<file path="src/rtl/pipe_hazard_ctrl.sv">
// rtl/pipe_hazard_ctrl.sv - stall/flush controller for the five-stage DLX pipeline
// Optional perf counters enabled by defining HAZ_PERF_CNT_EN.
module pipe_hazard_ctrl #(
    parameter int MEM_TIMEOUT = 16,
    parameter int CNT_W       = 8
) (
    input  logic       clk,
    input  logic       reset,
    input  logic [4:0] id_rs1,
    input  logic [4:0] id_rs2,
    input  logic       id_use_rs1,
    input  logic       id_use_rs2,
    input  logic       id_halt,
    input  logic [4:0] ex_rd,
    input  logic       ex_mem_read,
    input  logic       ex_branch_taken,
    input  logic       mem_req,
    input  logic       mem_ready,
    output logic       pc_en,
    output logic       if_id_en,
    output logic       if_id_flush,
    output logic       id_ex_en,
    output logic       id_ex_flush,
    output logic       ex_mem_en,
    output logic       mem_wb_en,
    output logic       mem_wb_flush,
    output logic       mem_err,
    output logic       halted
`ifdef HAZ_PERF_CNT_EN
    ,
    output logic [CNT_W-1:0] perf_lu_stalls,
    output logic [CNT_W-1:0] perf_br_flushes,
    output logic [CNT_W-1:0] perf_mem_wait
`endif
);

    typedef enum logic [1:0] {
        RUN      = 2'd0,
        MEM_WAIT = 2'd1,
        HALT     = 2'd2
    } state_t;

    localparam logic [CNT_W-1:0] TMO_LIM = CNT_W'(MEM_TIMEOUT);
    localparam logic [CNT_W-1:0] CNT_MAX = {CNT_W{1'b1}};

    state_t           state_q, state_d;
    logic [CNT_W-1:0] tmo_cnt_q, tmo_cnt_d;
    logic             mem_err_q, mem_err_d;

    logic             lu;
    logic             mem_stall;
    logic             tmo_hit;
    logic [CNT_W-1:0] tmo_inc;

    // r0 is hardwired zero, so a load targeting it never creates a dependency
    assign lu = ex_mem_read && (ex_rd != 5'd0) &&
                ((id_use_rs1 && (id_rs1 == ex_rd)) || (id_use_rs2 && (id_rs2 == ex_rd)));
    assign mem_stall = mem_req && !mem_ready;
    assign tmo_hit   = (tmo_cnt_q == TMO_LIM);
    assign tmo_inc   = (tmo_cnt_q == CNT_MAX) ? tmo_cnt_q : tmo_cnt_q + 1'b1;
    assign mem_err   = mem_err_q;

    always_comb begin
        state_d      = state_q;
        tmo_cnt_d    = tmo_cnt_q;
        mem_err_d    = mem_err_q;
        pc_en        = 1'b0;
        if_id_en     = 1'b0;
        if_id_flush  = 1'b0;
        id_ex_en     = 1'b0;
        id_ex_flush  = 1'b0;
        ex_mem_en    = 1'b0;
        mem_wb_en    = 1'b0;
        mem_wb_flush = 1'b0;
        halted       = 1'b0;

        case (state_q)
            RUN: begin
                if (mem_stall) begin
                    state_d   = MEM_WAIT;
                    tmo_cnt_d = {{(CNT_W-1){1'b0}}, 1'b1};
                end else if (ex_branch_taken) begin
                    {pc_en, if_id_en, id_ex_en, ex_mem_en, mem_wb_en} = 5'b11111;
                    if_id_flush = 1'b1;
                    id_ex_flush = 1'b1;
                end else if (lu) begin
                    id_ex_en    = 1'b1;
                    id_ex_flush = 1'b1;
                    ex_mem_en   = 1'b1;
                    mem_wb_en   = 1'b1;
                end else if (id_halt) begin
                    {pc_en, if_id_en, id_ex_en, ex_mem_en, mem_wb_en} = 5'b11111;
                    if_id_flush = 1'b1;
                    state_d     = HALT;
                end else begin
                    {pc_en, if_id_en, id_ex_en, ex_mem_en, mem_wb_en} = 5'b11111;
                end
            end
            MEM_WAIT: begin
                if (mem_ready) begin
                    mem_wb_en = 1'b1;
                    state_d   = RUN;
                    tmo_cnt_d = '0;
                end else if (tmo_hit) begin
                    mem_err_d    = 1'b1;
                    mem_wb_en    = 1'b1;
                    mem_wb_flush = 1'b1;
                    state_d      = RUN;
                    tmo_cnt_d    = '0;
                end else begin
                    tmo_cnt_d = tmo_inc;
                end
            end
            HALT: begin
                halted      = 1'b1;
                if_id_flush = 1'b1;
                // drain stages freeze on a stalled access, with the same abort rule as MEM_WAIT
                if (mem_stall) begin
                    if (tmo_hit) begin
                        mem_err_d    = 1'b1;
                        mem_wb_en    = 1'b1;
                        mem_wb_flush = 1'b1;
                        tmo_cnt_d    = '0;
                    end else begin
                        tmo_cnt_d = tmo_inc;
                    end
                end else begin
                    id_ex_en  = 1'b1;
                    ex_mem_en = 1'b1;
                    mem_wb_en = 1'b1;
                    tmo_cnt_d = '0;
                end
            end
            default: state_d = RUN;
        endcase

        if (!reset) begin
            pc_en        = 1'b0;
            if_id_en     = 1'b0;
            id_ex_en     = 1'b0;
            ex_mem_en    = 1'b0;
            mem_wb_en    = 1'b0;
            if_id_flush  = 1'b1;
            id_ex_flush  = 1'b1;
            mem_wb_flush = 1'b1;
            halted       = 1'b0;
        end
    end

    always_ff @(posedge clk) begin
        if (!reset) begin
            state_q   <= RUN;
            tmo_cnt_q <= '0;
            mem_err_q <= 1'b0;
        end else begin
            state_q   <= state_d;
            tmo_cnt_q <= tmo_cnt_d;
            mem_err_q <= mem_err_d;
        end
    end

`ifdef HAZ_PERF_CNT_EN
    logic lu_ev, br_ev, mw_ev;

    assign br_ev = (state_q == RUN) && !mem_stall && ex_branch_taken;
    assign lu_ev = (state_q == RUN) && !mem_stall && !ex_branch_taken && lu;
    assign mw_ev = (state_q == MEM_WAIT);

    always_ff @(posedge clk) begin
        if (!reset) begin
            perf_lu_stalls  <= '0;
            perf_br_flushes <= '0;
            perf_mem_wait   <= '0;
        end else begin
            if (lu_ev && perf_lu_stalls != CNT_MAX)  perf_lu_stalls  <= perf_lu_stalls + 1'b1;
            if (br_ev && perf_br_flushes != CNT_MAX) perf_br_flushes <= perf_br_flushes + 1'b1;
            if (mw_ev && perf_mem_wait != CNT_MAX)   perf_mem_wait   <= perf_mem_wait + 1'b1;
        end
    end
`endif

endmodule

</file>
<file path="config.mk">
export PLATFORM = sky130hd
export DESIGN_NAME = pipe_hazard_ctrl
export DESIGN_NICKNAME = d
export VERILOG_FILES = /design/src/rtl/pipe_hazard_ctrl.sv
export SDC_FILE = /design/constraint.sdc
export NUM_CORES = 1
export LEC_CHECK = 0
export ABC_AREA = 1
export ABC_CLOCK_PERIOD_IN_PS = 2500
export BUFFER_PORTS_ARGS = -buffer_cell sky130_fd_sc_hd__clkbuf_2
export CELL_PAD_IN_SITES_DETAIL_PLACEMENT = 2
export CELL_PAD_IN_SITES_GLOBAL_PLACEMENT = 2
export CORE_AREA = 2 2 60 76
export CTS_CLUSTER_DIAMETER = 40
export CTS_CLUSTER_SIZE = 24
export DETAILED_ROUTE_END_ITERATION = 8
export DIE_AREA = 0 0 62 78
export GPL_TIMING_DRIVEN = 0
export PLACE_DENSITY = 0.9
export SLEW_MARGIN = 10
export SYNTH_ARGS = -nofsm -noshare
export SYNTH_HDL_FRONTEND = slang
export SYNTH_SLANG_ARGS = --single-unit
</file>
<file path="constraint.sdc">
create_clock -name clk -period 2.5 [get_ports clk]
set_clock_uncertainty 0.05 [all_clocks]
set_input_delay 0 -clock clk [delete_from_list [all_inputs] [get_ports clk]]
set_output_delay 0 -clock clk [all_outputs]
set_load 0.01 [all_outputs]
</file>
==> results.md <==
- Port buffering added 32 buffers.
- The synthesized design contains 11 register bits.
- For this design the ratio of total power to cell area is 549.9 nW/um^2.
- Leaving out fill and tap cells, the most frequent cells in the layout are 48 x nand2_1, 32 x clkbuf_2, 26 x inv_1.
- The wire length of the first global-routing pass is a little under 6 mm.
- The summed negative setup slack over all endpoints is 0 ns.
- The cell chosen for the clock root is clkbuf_8.
- Static timing analysis puts the maximum clock frequency at 550.5 MHz.
- The most common library cell in the layout ignoring fill and taps is nand2_1.
- The clock-pin transition on the worst setup and hold timing paths is about 0.05 ns.
- After floorplanning, the core was sized to cover 4066 sq um.
- The count of final hold-check violations is 0.
- Summing the areas of all fa, ha and maj instances in the mapped netlist gives 6.977% of the synthesized area.
- The number of setup buffers added after CTS is 0.
- The cell area after synthesis is between 1000 and 1500 sq um.
- The number of standard cells in the layout, taps in and fillers out is about 270.
- The share of Yosys cell area claimed by the top area cell type is around a fifth.
- The share of the synthesized area in compound gates (AO/OA/AOI/OAI) is 15.23%.
- The start of the worst register-to-register path is state_q[0]$_SDFFE_PN0P_.
- The total nets after synthesis is 206.
- The clock sink count is 11.
- The number of global-route vias before repair is 1388.
- The number of nets in the layout is about 240.
- The number of routed nets with antenna violations is 0.
- The multiplexer share of the synthesized area is 0%.
- The worst slew margin relative to its limit is 68.99%.
- The floorplan row count is 26.
- The diode insertion count for antenna repair is 0.
- The routed layout has ~1300 vias.
- The initial cell density of the core is 26.46%.
- In the routed design, unresolved DRC markers number 0.
- Of the total synthesized cell area, the portion taken by AND, OR, NAND and NOR gates is 42.67%.
- For this run, the number of Yosys warnings is 0.
- The post-route netlist has 30.66% of its cells at a drive strength greater than 1.
- The worst min-delay path class is in -> reg.
- The mean post-synth cell area is slightly above 6 sq um.
- The shortest period the worst path allows is 1.817 ns.
- Setup violations remaining at the end of the flow were counted as 0.
- The initial DRC count is 16.
- The beginning of the critical path is state_q[0]$_SDFFE_PN0P_.
- The start point of the worst min-delay path is mem_req.
- The max-capacitance violation count is 0.
- The worst setup slack before clock tree synthesis is 0.6906 ns.
- The number of hold buffers added after CTS was 0.
- The CTS H-tree depth is 1.
- The length of the first detailed-routing pass in iterations is 2.
- The weighted congestion reported at the end of routability-driven placement is 0.7583.
- The relative area change from synthesis to final layout is 25.58%.
- The run finished with clean final reports.
- Of all nets on the critical path, the largest fanout is 6.
- The half-perimeter wire length after placement is between 2 and 3 mm.
- STA puts the critical path data arrival time at 1.77 ns.
- The post-synthesis share of cell area spent on xor and xnor gates is 0%.
- The TritonCTS clock tree is built.
- In this run the static leakage power is 0.6986 nW.
- For this design the top-level I/O count stands at 34.
- The post-route fraction of the period consumed by the critical path is ~73%.
- The maximum number of pins on one net before global-route repair is 10.
- Setup repair after global routing left no endpoint under its margin.
- The total global routing overflow is 0.
- The full die area is just under 5000 sq um.
- The final hold slack is between 0.1 and 0.15 ns.
- The number of clock buffers inserted by TritonCTS is 3.
- Setup slack closes at around 0.68 ns.
- The global-route usage over all layers is 15.53%.
- The setup slack on the worst flop-to-flop path is 0.75 ns.
- The kind of end point of the critical path is a primary output.
- The total length of routed wires is between 3 and 4 mm.
- Synthesis produced a netlist whose cell count is 176.
- The worst setup path is launched from a register.
- The source-to-sink clock delay at the later pin of the worst-skew pair is 0.25 ns.
- By area the synthesized netlist is led by dfxtp_1 20%, nand2_1 17%, inv_1 9.1%.
- The sequential cell area fraction in the yosys report is around 20%.
- After detailed placement, the design holds a cell count of 264.
- VDD sags by at most 0.0001457 V.
- The critical path is of the reg -> out type.
- The required time of the critical path is 2.45 ns.
- The detail-routed net length per standard cell is 12.20 um.
- The initial antenna violation count came to 0.
- The overall die height is 78 um.
- The die outline width is 62 um.
- The clock passes through at most 2 buffers.
- Summing all non-filler instances in the final layout gives an area of between 1000 and 1500 sq um.
- Summing all placed instances gives a cell area of between 1000 and 1500 sq um.
- The transition at the pin with the smallest max-transition slack is 0.4652 ns.
- The count of instances resized after the clock tree is built is 0.
- The number of unique standard cell types used by synthesis is 29.
- The vias per cell is 4.664.
- After synthesis, the largest family of logic cells by area is simple AND/OR/NAND/NOR gates.
- The number of max-slew violations in the final report was 0.
- The cell taking the most area after synthesis is dfxtp_1.
- Fill cells in the final layout number 516.
cell families (layout without fill, tap and decap cells):
group,count (synthesis),in the layout
flops,11,11
compound gates,24,24
simple gates,95,95
buf+inv,40,76
fa+ha+maj,6,6
where the power goes:
group	switching (mW)	total, mW	internal (mW)
logic	0.225	0.351	0.126
registers	0.0139	0.205	0.191
clock network	0.0754	0.188	0.113
total	0.314	0.743	0.429
layout make-up:
class                           instances  area, sq um  share of cell area [%]
Buffer                                  3        18.77                   1.389
Clock buffer                            4        45.04                   3.333
Inverter                               37        138.9                   10.28
Multi-Input combinational cell        125        698.2                   51.67
Sequential cell                        11        220.2                   16.30
Tap cell                               56        70.07                   5.185
Timing Repair Buffer                   32        160.2                   11.85
per-layer routing:
metal  global-route usage [%]  wire, um  vias to the layer above  share of wire, %
li1                         -         -                      623                 -
met1                    16.05      1220                      597                37
met2                    29.48      1885                       25                58
met3                    2.000       109                        5               3.3
met4                    5.745        55                        0               1.7
met5                        0         0                        -                 0
per-stage QoR:
stage               power, mW  util (%)
floorplan              0.4496         -
global placement       0.5452     32.12
detailed placement     0.5678     32.12
CTS                    0.7607     33.23
global route           0.8184     33.23
finish                 0.7431     33.23
synthesized netlist by cell type (all sizes together):
| cell | number |
|---|---|
| nor3 | 6 |
| a21oi | 6 |
| buf | 2 |
| nor2 | 23 |
| o21ai | 7 |
| a311oi | 1 |
| o22ai | 2 |
| or2 | 1 |
| clkbuf | 1 |
| ha | 6 |
| dfxtp | 11 |
| nand4 | 2 |
| a211oi | 5 |
| nand3 | 9 |
| nor4 | 1 |
| nor3b | 1 |
| inv | 37 |
| a31oi | 1 |
| o211ai | 2 |
| nand2 | 52 |
worst max-delay path, stage by stage (launching register included):
cell and delay [ns]:
dfxtp_1 0.34, inv_1 0.10, ha_1 0.31, inv_2 0.08
o21ai_2 0.20, nand2_1 0.09, o21ai_0 0.23, clkbuf_2 0.17
path summary, 6_finish.rpt:
path                               end  cells past startpoint
max reg2reg  tmo_cnt_q[3]$_SDFFE_PN0P_                      8
min               mem_err$_SDFFE_PN0P_                      5
min reg2reg       mem_err$_SDFFE_PN0P_                      2
max                       mem_wb_flush                      7
sequential cells by signal (all words and copies together), names as in the netlist:
signal	flops
tmo_cnt_q	8
state_q	2
mem_err	1
(Power assumes the default switching activity.)
